[src/rtl/uart_loader_pkg.sv]
// Shared definitions for the UART program loader: word width, state encoding
// and the default inter-word timeout.
package uart_loader_pkg;

    localparam int unsigned UL_WORD_WIDTH     = 16;
    localparam int unsigned UL_TIMEOUT_CYCLES = 5000000;

    typedef enum logic [2:0] {
        S_IDLE = 3'd0,
        S_LEN  = 3'd1,
        S_DATA = 3'd2,
        S_CSUM = 3'd3,
        S_DONE = 3'd4,
        S_ERR  = 3'd5
    } loader_state_t;

endpackage

[src/rtl/uart_loader_rise_detect.sv]
// Rising-edge detector: one-cycle pulse on each 0->1 transition of the input,
// whether the input is a pulse or a held level.
module rise_detect (
    input  logic clk,
    input  logic rst,
    input  logic in,
    output logic out
);

    logic in_q;

    always_ff @(posedge clk or negedge rst) begin
        if (!rst) begin
            in_q <= 1'b0;
        end else begin
            in_q <= in;
        end
    end

    assign out = in & ~in_q;

endmodule

[src/rtl/uart_loader.sv]
// Program loader: parses a length/payload/checksum frame of assembled UART words,
// writes the payload to memory and releases the CPU from reset on a clean load.
module uart_loader
    import uart_loader_pkg::*;
#(
    parameter int unsigned WORD_WIDTH     = UL_WORD_WIDTH,
    parameter int unsigned ADDR_WIDTH     = 10,
    parameter int unsigned TIMEOUT_CYCLES = UL_TIMEOUT_CYCLES
) (
    input  logic                  clk,
    input  logic                  rst,
    input  logic                  start,
    input  logic                  uart_word_ready,
    input  logic [WORD_WIDTH-1:0] uart_word,
    output logic                  mem_we,
    output logic [ADDR_WIDTH-1:0] mem_addr,
    output logic [WORD_WIDTH-1:0] mem_data,
    output logic                  cpu_rst_n,
    output logic                  busy,
    output logic                  done,
    output logic                  err
);

    localparam int unsigned TW = $clog2(TIMEOUT_CYCLES + 1);
    localparam int unsigned CW = ADDR_WIDTH + 1;
    localparam logic [TW-1:0]         TIMER_LAST = TW'(TIMEOUT_CYCLES - 1);
    localparam logic [WORD_WIDTH-1:0] MAX_LEN    = WORD_WIDTH'(1) << ADDR_WIDTH;

    loader_state_t state, state_next;

    logic                  acc;
    logic                  load_go;
    logic                  timeout;
    logic [TW-1:0]         timer;
    logic [ADDR_WIDTH-1:0] addr;
    logic [CW-1:0]         remaining;
    logic [WORD_WIDTH-1:0] sum;

    rise_detect u_ready_edge (
        .clk (clk),
        .rst (rst),
        .in  (uart_word_ready),
        .out (acc)
    );

    assign timeout = (timer == TIMER_LAST);

    always_ff @(posedge clk or negedge rst) begin
        if (!rst) begin
            state <= S_IDLE;
        end else begin
            state <= state_next;
        end
    end

    // An accept always takes priority over a coincident timer expiry.
    always_comb begin
        state_next = state;
        load_go    = 1'b0;
        case (state)
            S_IDLE, S_DONE, S_ERR: begin
                if (start) begin
                    state_next = S_LEN;
                    load_go    = 1'b1;
                end
            end
            S_LEN: begin
                if (acc) begin
                    if (uart_word == '0)          state_next = S_CSUM;
                    else if (uart_word > MAX_LEN) state_next = S_ERR;
                    else                          state_next = S_DATA;
                end else if (timeout) begin
                    state_next = S_ERR;
                end
            end
            S_DATA: begin
                if (acc) begin
                    if (remaining == CW'(1)) state_next = S_CSUM;
                end else if (timeout) begin
                    state_next = S_ERR;
                end
            end
            S_CSUM: begin
                if (acc)          state_next = (uart_word == sum) ? S_DONE : S_ERR;
                else if (timeout) state_next = S_ERR;
            end
            default: state_next = S_IDLE;
        endcase
    end

    always_ff @(posedge clk or negedge rst) begin
        if (!rst) begin
            mem_we    <= 1'b0;
            mem_addr  <= '0;
            mem_data  <= '0;
            timer     <= '0;
            addr      <= '0;
            remaining <= '0;
            sum       <= '0;
        end else begin
            mem_we <= 1'b0;
            if (load_go) begin
                timer     <= '0;
                addr      <= '0;
                remaining <= '0;
                sum       <= '0;
            end else if (busy) begin
                timer <= acc ? '0 : timer + TW'(1);
                if (acc && state == S_LEN) begin
                    remaining <= CW'(uart_word);
                end
                if (acc && state == S_DATA) begin
                    mem_we    <= 1'b1;
                    mem_addr  <= addr;
                    mem_data  <= uart_word;
                    addr      <= addr + ADDR_WIDTH'(1);
                    sum       <= sum + uart_word;
                    remaining <= remaining - CW'(1);
                end
            end
        end
    end

    assign busy      = (state == S_LEN) || (state == S_DATA) || (state == S_CSUM);
    assign done      = (state == S_DONE);
    assign err       = (state == S_ERR);
    assign cpu_rst_n = (state == S_DONE);

endmodule

[config.mk]
export PLATFORM = sky130hd
export DESIGN_NAME = uart_loader
export DESIGN_NICKNAME = d
export VERILOG_FILES = /design/src/rtl/uart_loader_pkg.sv /design/src/rtl/uart_loader_rise_detect.sv /design/src/rtl/uart_loader.sv
export SDC_FILE = /design/constraint.sdc
export NUM_CORES = 1
export LEC_CHECK = 0
export CORE_MARGIN = 2
export CORE_UTILIZATION = 55
export DETAILED_ROUTE_END_ITERATION = 6
export HOLD_SLACK_MARGIN = 0.15
export PLACE_DENSITY_LB_ADDON = 0.08
export RECOVER_POWER = 100
export SLEW_MARGIN = 20
export SYNTH_ARGS = -nofsm -noshare
export SYNTH_HDL_FRONTEND = slang
export SYNTH_SLANG_ARGS = --single-unit
export TNS_END_PERCENT = 10
[constraint.sdc]
create_clock -name clk -period 4.7 [get_ports clk]
set_clock_uncertainty 0.1 [all_clocks]
set_input_delay 1.41 -clock clk [delete_from_list [all_inputs] [get_ports clk]]
set_output_delay 1.41 -clock clk [all_outputs]
set_load 0.01 [all_outputs]
==> results of run 1 <==
## sequential cells by signal (all words and copies together) (netlist names)
name	flops
remaining	11
mem_addr	10
state	3
mem_we	1
timer	23
mem_data	16
sum	16
u_ready_edge.in_q	1
addr	10
## critical path, stage by stage
cell and delay, ns:
dlygate4sd3_1 0.62, ha_1 0.27, a211oi_1 0.40, o21ai_0 0.28
a2111oi_0 0.59, o21ai_1 0.14, a21oi_1 0.17, mux2i_1 0.19
## stage by stage
step / setup slack (ns) / total power (W) / util, %
floorplan: 1.47 / 0.00182 / -
global placement: 0.684 / 0.00218 / 62.1
detailed placement: 0.621 / 0.00222 / 62.1
CTS: 1.00 / 0.00276 / 64.3
global route: 0.526 / 0.00290 / 64.1
finish: 0.816 / 0.00270 / 64.1
## cells by family after synthesis
group | after synthesis
adders and majority gates | 20
muxes | 3
xor gates and xnor gates | 15
and+or+nand+nor | 248
DFF | 91
buffers and inverters | 50
AOI/OAI and AO/OA | 180
## cell usage in the layout, fill, tap and decap left out, types with 3 or more instances in the layout
cell type / count
buf_4: 3
a31oi_1: 17
nor2b_1: 5
a22o_1: 4
dfrtp_1: 91
nand4_1: 15
nand2_1: 111
o31ai_1: 4
inv_1: 15
nand3_1: 15
a21oi_1: 27
nor4_1: 9
o21a_1: 6
nand2b_1: 7
dlygate4sd3_1: 35
nor4b_1: 6
o22ai_1: 4
xnor2_1: 3
clkbuf_8: 9
and3_1: 3
a211oi_1: 7
a21o_1: 4
nor2_1: 49
xor2_1: 12
mux2i_1: 3
a32oi_1: 3
nor3b_1: 6
nor3_1: 4
clkdlybuf4s50_1: 14
or2_2: 3
o21ai_0: 85
ha_1: 19
a22oi_1: 4
## final cells by class
class | count | area [um^2] | share of cell area [%]
clock buffer | 9 | 124 | 2.10
clock inverter | 7 | 78.8 | 1.34
timing repair buffer | 56 | 531 | 9.00
multi-input combinational | 466 | 2680 | 45.5
tap | 111 | 139 | 2.36
sequential | 91 | 2280 | 38.6
inverter | 16 | 61.3 | 1.04
## power groups by stage
stage          Combinational (W)  Sequential [W]  Clock (W)
3_5_place_dp             0.00110         0.00112          0
3_3_place_gp             0.00107         0.00111          0
6_report                 0.00106         0.00110   0.000541
2_1_floorplan           0.000704         0.00112          0
5_1_grt                  0.00120         0.00113   0.000577
4_1_cts                  0.00111         0.00110   0.000549
## worst max path at each step
stage                             from                  end  slack (ns)
after detailed placement  uart_word[0]  sum[14]$_DFFE_PN0P_        0.62
after floorplan           uart_word[0]  sum[14]$_DFFE_PN0P_        1.47
after CTS                 uart_word[0]  sum[14]$_DFFE_PN0P_        1.00
final                     uart_word[0]  sum[15]$_DFFE_PN0P_        0.82
after global placement    uart_word[0]  sum[14]$_DFFE_PN0P_        0.68
after global routing      uart_word[0]  sum[15]$_DFFE_PN0P_        0.53
## routing by layer
metal	track usage, %	share of wire [%]	wire, um	up-vias
li1	-	-	-	2236
met1	36.6	48	5880	2212
met2	40.1	46	5630	112
met3	3.31	4.2	505	13
met4	6.76	1.1	135	0
met5	0	0	0	-
==> out/qor.txt, run 1 <==
Synth Area in Adders: 4.96%
Vias in the first global route: 4,280
Setup TNS: 0 ns
Ant diodes: 0
Num Clock Sinks: 91
ANT nets after route: 0
# setup viols final: 0
H-tree depth: 3
CP required: 4.89 ns
Fill cells: 809
Largest net degree at the start of global routing: 72
P per Cell Area: 458 mW/mm^2
Setup crit end kind: register
Post-Syn Area: 0.00520 mm^2
Placer Congestion: 0.892
Max Freq: 257 MHz
Type of the worst setup path: in -> reg
Comb power frac: 39.1%
YS warnings: 0
Largest cells by area after synthesis: dfrtp_1 (44%), nand2_1 (8.0%), o21ai_0 (7.8%)
Post-Synth XOR/XNOR Area: 2.53%
Post-route non-filler standard cell count: 756
Die Ht: 101 um
Worst R2R Start: sum[1]$_DFFE_PN0P_
Die area: 0.0102 mm^2
Largest family of logic cells by synthesized area: simple AND/OR/NAND/NOR gates
Clk slew on worst S/H paths: 0.12 ns
Resized Gates After CTS: 0
Hold path startpoint: mem_addr[9]$_DFFE_PN0P_
DRT iter0 DRCs: 230
P_sw: 0.00109 W
Cell total after placement: 740
Yosys top cell area share: 43.8%
Async SR Flop Fraction: 100%
RSZ-0062 raised after global routing: false
Synth Area in Compound Gates: 20.7%
Worst-Margin Slew: 2.21 ns
Total grt overflow: 0
Endpoints failing hold: 0
Drt drc: 0
Critical path arrival: 4.07 ns
Max-slew violations: 42
Synthesis-stage register bit count: 91
Clk_lat worst skew: 0.37 ns
Worst-path fanout max: 5
Seq/Total Area, Yosys: 43.8%
Initial Utilization: 56.5%
Violated checks: max-capacitance violations, max-slew violations
Core Area: 0.00920 mm^2
Synth Flop Type: dfrtp_1
Simple-Gate Fraction of Synth Area: 23.0%
Total number of vias: 4,573
Hold depth: 2
Total CTS buffers: 9
DIE WIDTH: 101 um
Max-cap violation count: 1
Reg2reg path depth: 7
CTS Root Buffer Type: clkbuf_8
Hold Path Class: reg -> reg
Slew HR: -47.5%
I/O pin total: 51
Cts-stage hold buffer count: 0
Core Rows: 35
Crit share post-route: 82.6%
Clock share of power: 20.1%
CTS tree: built
Most common cell in the netlist: nand2_1
Min Tclk post-route: 3.88 ns
Yosys top cell by area: dfrtp_1
Critical path startpoint category: input pin
Syn nets: 647
First-pass GRT wire length: 20,900 um
Share of layout cells above drive strength 1: 5.58%
Port Buf Inserts: 50
Total wire length: 12,200 um
Worst Hold End: mem_addr[9]$_DFFE_PN0P_
Nets: 680
Fin area: 0.00589 mm^2
Hold slack final: 0.377 ns
Seq pwr share: 40.8%
Mux cell area share after synthesis: 0.578%
Dpl cell area: 0.00571 mm^2
Wire per inst: 16.1 um
Vias per Instance: 6.05
Fraction of power spent switching nets: 40.3%
Synth cell types: 59
Total global-route track usage: 25.2%
Clk buf depth: 2
Number of synthesized flops with an enable pin: 0
LEAKAGE: 2.66 nW
R2R setup slack: 1.98 ns
Outcome: finished with violations
Initial antenna violation count: 0
Mapped Cells: 607
Peak VDD IR: 0.214 mV
Mean Syn Cell Area: 8.56 um^2
Area delta synth->final: 13.4%
HPWL Detailed: 8370 um
Postcts setup bufs: 0
Commonest cells post-synth: nand2_1 (111), dfrtp_1 (91), o21ai_0 (81), nor2_1 (49), a21oi_1 (27)
Power Internal: 0.00161 W
FF-to-FF End: sum[15]$_DFFE_PN0P_
Pre-Repair DR Iteration Count: 6
Note: power is estimated with default switching activity, not from simulation.
==> run 2, diff against run 1 <==
--- a/config.mk
+++ b/config.mk
@@ -6,7 +6,7 @@
 export NUM_CORES = 1
 export LEC_CHECK = 0
 export CORE_MARGIN = 2
-export CORE_UTILIZATION = 55
+export CORE_UTILIZATION = 52
 export DETAILED_ROUTE_END_ITERATION = 6
 export HOLD_SLACK_MARGIN = 0.15
 export PLACE_DENSITY_LB_ADDON = 0.08
==> constraint.sdc (replaced) <==
create_clock -name clk -period 3.2 [get_ports clk]
set_clock_uncertainty 0.1 [all_clocks]
set_input_delay 0.96 -clock clk [delete_from_list [all_inputs] [get_ports clk]]
set_output_delay 0.96 -clock clk [all_outputs]
set_load 0.01 [all_outputs]
==> out/qor.txt, run 2 (synthesis results as in run 1) <==
Fill cells: 857 (was 809)
Critical path arrival: 3.24 ns (was 4.07 ns)
Max-slew violations: 35 (was 42)
Wire per inst: 16.1 um (about the same)
Placer Congestion: 0.914 (was 0.892)
Initial Utilization: 53.4% (was 56.5%)
Clk slew on worst S/H paths: 0.09 ns (was 0.12 ns)
Violated checks: max-capacitance violations, max-slew violations (unchanged)
Critical path startpoint category: input pin (unchanged)
Crit share post-route: 96.4%
P per Cell Area: 678 mW/mm^2 (was 458 mW/mm^2)
ANT nets after route: 0 (unchanged)
Most common cell after layout, fill and taps aside: nand2_1 (unchanged)
Post-route non-filler standard cell count: 825 (was 756)
Core Area: 0.00973 mm^2 (was 0.00920 mm^2)
Min Tclk post-route: 3.09 ns
HPWL Detailed: 9530 um (was 8370 um)
RSZ-0062 raised after global routing: false (unchanged)
Worst path cell trace: clkdlybuf4s50_1 > ha_1 > inv_1 > fa_1 > nand2b_1 > a21oi_2 > o22ai_1 > o31ai_1 > mux2i_1 > nand2_1 (was dlygate4sd3_1 > ha_1 > a211oi_1 > o21ai_0 > a2111oi_0 > o21ai_1 > a21oi_1 > mux2i_1)
Cell total after placement: 809 (was 740)
Total number of vias: 4,803 (was 4,573)
Ant diodes: 0 (unchanged)
Worst-path fanout max: 4 (was 5)
Vias in the first global route: 4,490 (was 4,280)
Hold Path Class: reg -> reg (unchanged)
Worst path max stage delay: 0.48 ns (was 0.62 ns)
CTS Root Buffer Type: clkbuf_8 (unchanged)
Drt drc: 0 (unchanged)
Largest net degree at the start of global routing: 35 (was 72)
CP Buf/Inv Count: 2 (was 1)
I/O pin total: 51 (unchanged)
DIE WIDTH: 104 um (was 101 um)
Max Freq: 324 MHz
Share of layout cells above drive strength 1: 11.7% (was 5.58%)
Core Rows: 36 (was 35)
Clk buf depth: 2 (unchanged)
Nets: 727 (was 680)
Outcome: finished with violations (unchanged)
Peak VDD IR: 0.561 mV (was 0.214 mV)
Max-cap violation count: 1 (unchanged)
Die Ht: 104 um (was 101 um)
Slew HR: -27.7% (was -47.5%)
First-pass GRT wire length: 22,300 um (was 20,900 um)
DRT iter0 DRCs: 242 (was 230)
Slowest CP cell: clkdlybuf4s50_1 (was dlygate4sd3_1)
# setup viols final: 0 (unchanged)
H-tree depth: 3 (unchanged)
Area delta synth->final: 20.9% (was 13.4%)
Pre-Repair DR Iteration Count: 5 (was 6)
Type of the worst setup path: in -> reg (unchanged)
Footprint of the multi-input gates: 0.00269 mm^2 (was 0.00268 mm^2)
Setup TNS: 0 ns (unchanged)
Num Clock Sinks: 91 (unchanged)
Worst-Margin Slew: 1.92 ns (was 2.21 ns)
Worst slack at placement: -0.289 ns (was 0.621 ns)
Setup crit end kind: register (unchanged)
Max FFs per register: 23 (unchanged)
Commonest non-fill, non-tap cells in the layout: nand2_1 (111), dfrtp_1 (91), o21ai_0 (84) (was nand2_1 (111), dfrtp_1 (91), o21ai_0 (85))
Total grt overflow: 0 (unchanged)
Fin worst setup slack: 0.114 ns (was 0.816 ns)
Total wire length: 13,300 um (was 12,200 um)
Die area: 0.0108 mm^2 (was 0.0102 mm^2)
Total CTS buffers: 9 (unchanged)
Total global-route track usage: 25.5% (was 25.2%)
Port Buf Inserts: 50 (unchanged)
LEAKAGE: 2.89 nW (was 2.66 nW)
CTS tree: built (unchanged)
Postcts setup bufs: 0 (unchanged)
Initial antenna violation count: 0 (unchanged)
Clk_lat worst skew: 0.38 ns (was 0.37 ns)
Vias per Instance: 5.82 (was 6.05)
Sequential cell area: 0.00228 mm^2 (unchanged)
Top Registers: timer x23, mem_data x16, sum x16 (unchanged)
Endpoints failing hold: 0 (unchanged)
CP required: 3.35 ns (was 4.89 ns)
Family with the most delay on the worst path: compound AO/OA/AOI/OAI gates (unchanged)
Largest Register: timer (unchanged)
-- run 2: cell count changes in the layout (fill, tap and decap cells not counted), sizes merged --
| cell | delta |
|---|---|
| buf | +40 |
| bufinv | +2 |
| clkbuf | +9 |
| clkdlybuf4s50 | +1 |
| clkinvlp | -1 |
| dlygate4sd3 | -1 |
| inv | -3 |
-- run 2: cell type report --
cell class / instances / share of cell area, %
inverter: 16 / 0.976
timing repair buffer: 103 / 13.7
sequential: 91 / 36.2
multi-input combinational: 466 / 42.8
clock inverter: 5 / 1.19
clock buffer: 11 / 2.41
tap: 133 / 2.65
-- run 2: metrics by stage --
stage	hold slack (ns)	instance area (um^2)	power (W)	util [%]
after global routing	0.394	6280	0.00457	64.6
after CTS	0.384	6320	0.00434	65.0
after floorplan	0.342	5200	0.00268	-
final	0.374	6280	0.00426	64.6
after global placement	0.356	6090	0.00336	62.6
after detailed placement	0.362	6090	0.00344	62.6
-- run 2: worst paths after layout --
check,end,from,slack [ns],cells after the start
setup / recovery,sum[14]$_DFFE_PN0P_,uart_word[0],0.11,10
hold / removal,mem_addr[4]$_DFFE_PN0P_,mem_addr[4]$_DFFE_PN0P_,0.37,2
setup reg to reg,remaining[2]$_DFFE_PN0P_,state[0]$_DFFE_PN0P_,0.69,6
hold reg to reg,mem_addr[4]$_DFFE_PN0P_,mem_addr[4]$_DFFE_PN0P_,0.37,2
max in group asynchronous,timer[15]$_DFFE_PN0P_,rst,0.42,2
min in group asynchronous,remaining[2]$_DFFE_PN0P_,rst,1.01,1
-- run 2: worst reg2reg max path, stage by stage (launching register included) --
cell     delay (ns)
dfrtp_1        0.36
buf_4          0.18
nor2b_1        0.28
nor2_1         0.18
nor2_2         0.92
a22oi_1        0.21
o21ai_0        0.21
-- run 2: per-layer routing --
metal	share of wire, %	track usage (%)
met1	47	35.3
met2	46	40.1
met5	0	0
met3	5.5	6.08
met4	1.6	7.14
-- run 2: power by group --
part           switching, W  internal, W
combinational      0.000999     0.000751
sequential         0.000194      0.00142
clock              0.000417     0.000479
total               0.00161      0.00265
-- run 2: repair_timing --
action	in CTS	in global routing
resized for setup	0	1
hold buffers	0	0
endpoints found under the setup margin	0	2
==> run 3, diff against run 2 <==
--- a/config.mk
+++ b/config.mk
@@ -9,6 +9,7 @@
 export CORE_UTILIZATION = 52
 export DETAILED_ROUTE_END_ITERATION = 6
 export HOLD_SLACK_MARGIN = 0.15
+export MAX_ROUTING_LAYER = met4
 export PLACE_DENSITY_LB_ADDON = 0.08
 export RECOVER_POWER = 100
 export SLEW_MARGIN = 20
==> out/qor.txt, run 3 (synthesis results as in run 1) <==
Outcome: finished with violations (unchanged)
Violated checks: max-capacitance violations, max-slew violations (unchanged)
Port Buf Inserts: 50 (unchanged)
ANT nets after route: 0 (unchanged)
Worst-path fanout max: 4 (unchanged)
Clk buf depth: 2 (unchanged)
Die area: 0.0108 mm^2 (unchanged)
Max-slew violations: 35 (unchanged)
Setup TNS: 0 ns (unchanged)
Worst path max stage delay: 0.48 ns (about the same)
Area delta synth->final: 20.9% (unchanged)
Share of layout cells above drive strength 1: 11.7% (unchanged)
Die Ht: 104 um (unchanged)
RSZ-0062 raised after global routing: false (unchanged)
CP required: 3.36 ns (was 3.35 ns)
R2R setup slack: 0.72 ns (was 0.69 ns)
Vias per Instance: 5.81 (was 5.82)
LEAKAGE: 2.89 nW (unchanged)
Pre-Repair DR Iteration Count: 5 (unchanged)
CTS Root Buffer Type: clkbuf_8 (unchanged)
First-pass GRT wire length: 22,300 um (unchanged)
Endpoints failing hold: 0 (unchanged)
Hold path startpoint: mem_data[10]$_DFFE_PN0P_ (was mem_addr[4]$_DFFE_PN0P_)
Max Freq: 327 MHz (was 324 MHz)
Clk_lat worst skew: 0.38 ns (about the same)
Largest Register: timer (unchanged)
Crit share post-route: 95.7% (was 96.4%)
P per Cell Area: 677 mW/mm^2 (was 678 mW/mm^2)
DRT iter0 DRCs: 250 (was 242)
Most common cell after layout, fill and taps aside: nand2_1 (unchanged)
Setup crit end kind: register (unchanged)
Dpl cell area: 0.00609 mm^2 (unchanged)
Total power: 0.00425 W (was 0.00426 W)
Worst Hold End: mem_data[10]$_DFFE_PN0P_ (was mem_addr[4]$_DFFE_PN0P_)
Total wire length: 13,200 um (was 13,300 um)
Critical path startpoint category: input pin (unchanged)
DIE WIDTH: 104 um (unchanged)
Critical path arrival: 3.22 ns (was 3.24 ns)
Fin area: 0.00628 mm^2 (unchanged)
Total global-route track usage: 26.2% (was 25.5%)
Initial Utilization: 53.4% (unchanged)
Vias in the first global route: 4,492 (was 4,490)
CTS tree: built (unchanged)
Hold slack final: 0.373 ns (was 0.374 ns)
Top Registers: timer x23, mem_data x16, sum x16 (unchanged)
Commonest non-fill, non-tap cells in the layout: nand2_1 (111), dfrtp_1 (91), o21ai_0 (84) (unchanged)
Cts-stage hold buffer count: 0 (unchanged)
Worst-Margin Slew: 1.90 ns (was 1.92 ns)
Initial antenna violation count: 0 (unchanged)
Total grt overflow: 0 (unchanged)
Nets: 727 (unchanged)
H-tree depth: 3 (unchanged)
Num Clock Sinks: 91 (unchanged)
Slew HR: -26.9% (was -27.7%)
CP Buf/Inv Count: 2 (unchanged)
I/O pin total: 51 (unchanged)
Core Rows: 36 (unchanged)
Ant diodes: 0 (unchanged)
Total CTS buffers: 9 (unchanged)
Drt drc: 0 (unchanged)
HPWL Detailed: 9530 um (unchanged)
Slowest CP cell: clkdlybuf4s50_1 (unchanged)
Wire per inst: 16.0 um (was 16.1 um)
Core Area: 0.00973 mm^2 (unchanged)
Min Tclk post-route: 3.06 ns (was 3.09 ns)
Worst path cell trace: clkdlybuf4s50_1 > ha_1 > inv_1 > fa_1 > nand2b_1 > a21oi_2 > o22ai_1 > o31ai_1 > mux2i_1 > nand2_1 (unchanged)
Largest net degree at the start of global routing: 35 (unchanged)
Placer Congestion: 0.930 (was 0.914)
Total number of vias: 4,790 (was 4,803)
Family with the most delay on the worst path: compound AO/OA/AOI/OAI gates (unchanged)
# setup viols final: 0 (unchanged)
Max-cap violation count: 1 (unchanged)
Type of the worst setup path: in -> reg (unchanged)
Reg2reg path depth: 6 (unchanged)
Peak VDD IR: 0.549 mV (was 0.561 mV)
Final core occ: 64.6% (unchanged)
Clk slew on worst S/H paths: 0.08 ns (was 0.09 ns)
FF-to-FF End: remaining[2]$_DFFE_PN0P_ (unchanged)
Worst R2R Start: state[0]$_DFFE_PN0P_ (unchanged)
Hold depth: 2 (unchanged)
Hold Path Class: reg -> reg (unchanged)
Max FFs per register: 23 (unchanged)
-- run 3: cell counts in the layout (fill, tap and decap cells not counted) --
No cell type changed its count.
-- run 3: timing repair --
action,CTS,global route
resized for setup,0,1
setup buffers,0,0
hold endpoints to repair,0,0
setup endpoints to repair,0,2
-- run 3: worst max path at each step --
stage,slack (ns),from,endpoint,cells past startpoint
6_report,0.14,uart_word[0],sum[14]$_DFFE_PN0P_,10
5_1_grt,0.004,uart_word[0],sum[14]$_DFFE_PN0P_,10
4_1_cts,0.10,uart_word[0],sum[14]$_DFFE_PN0P_,10
3_5_place_dp,-0.29,uart_word[0],sum[14]$_DFFE_PN0P_,10
3_3_place_gp,-0.26,uart_word[0],sum[14]$_DFFE_PN0P_,10
2_1_floorplan,0.42,uart_word[0],sum[14]$_DFFE_PN0P_,9
-- run 3: layer usage --
| metal | wire [um] | GRT usage, % | share of wire [%] | vias up |
|---|---|---|---|---|
| li1 | - | - | - | 2323 |
| met1 | 6130 | 35.2 | 46 | 2314 |
| met2 | 6180 | 40.2 | 47 | 131 |
| met3 | 708 | 6.08 | 5.4 | 22 |
| met4 | 210 | 7.14 | 1.6 | 0 |
| met5 | 0 | - | 0 | - |
-- run 3: final cells by class --
type	count	area [um^2]
Fill cell	857	3450
Tap cell	133	166
Inverter	16	61.3
Clock inverter	5	75.1
Clock buffer	11	151
Multi-Input combinational cell	466	2690
Sequential cell	91	2280
Timing Repair Buffer	103	863
-- run 3: per-stage QoR --
step                std cells  worst slack [ns]
floorplan                 607             0.421
global placement          809            -0.259
detailed placement        809            -0.289
CTS                       825             0.104
global route              825           0.00367
finish                    825             0.139
-- run 3: power breakdown --
part	internal [W]	leakage [nW]	total (W)	switching, W
Sequential	0.00142	1.21	0.00161	0.000194
Combinational	0.000751	1.56	0.00175	0.000996
Clock	0.000479	0.119	0.000895	0.000416
Total	0.00265	2.89	0.00425	0.00161
-- run 3: worst min-delay path, stage by stage, from the launching register on --
cell	delay, ns
dfrtp_1	0.34
nand2_1	0.04
o21ai_0	0.05
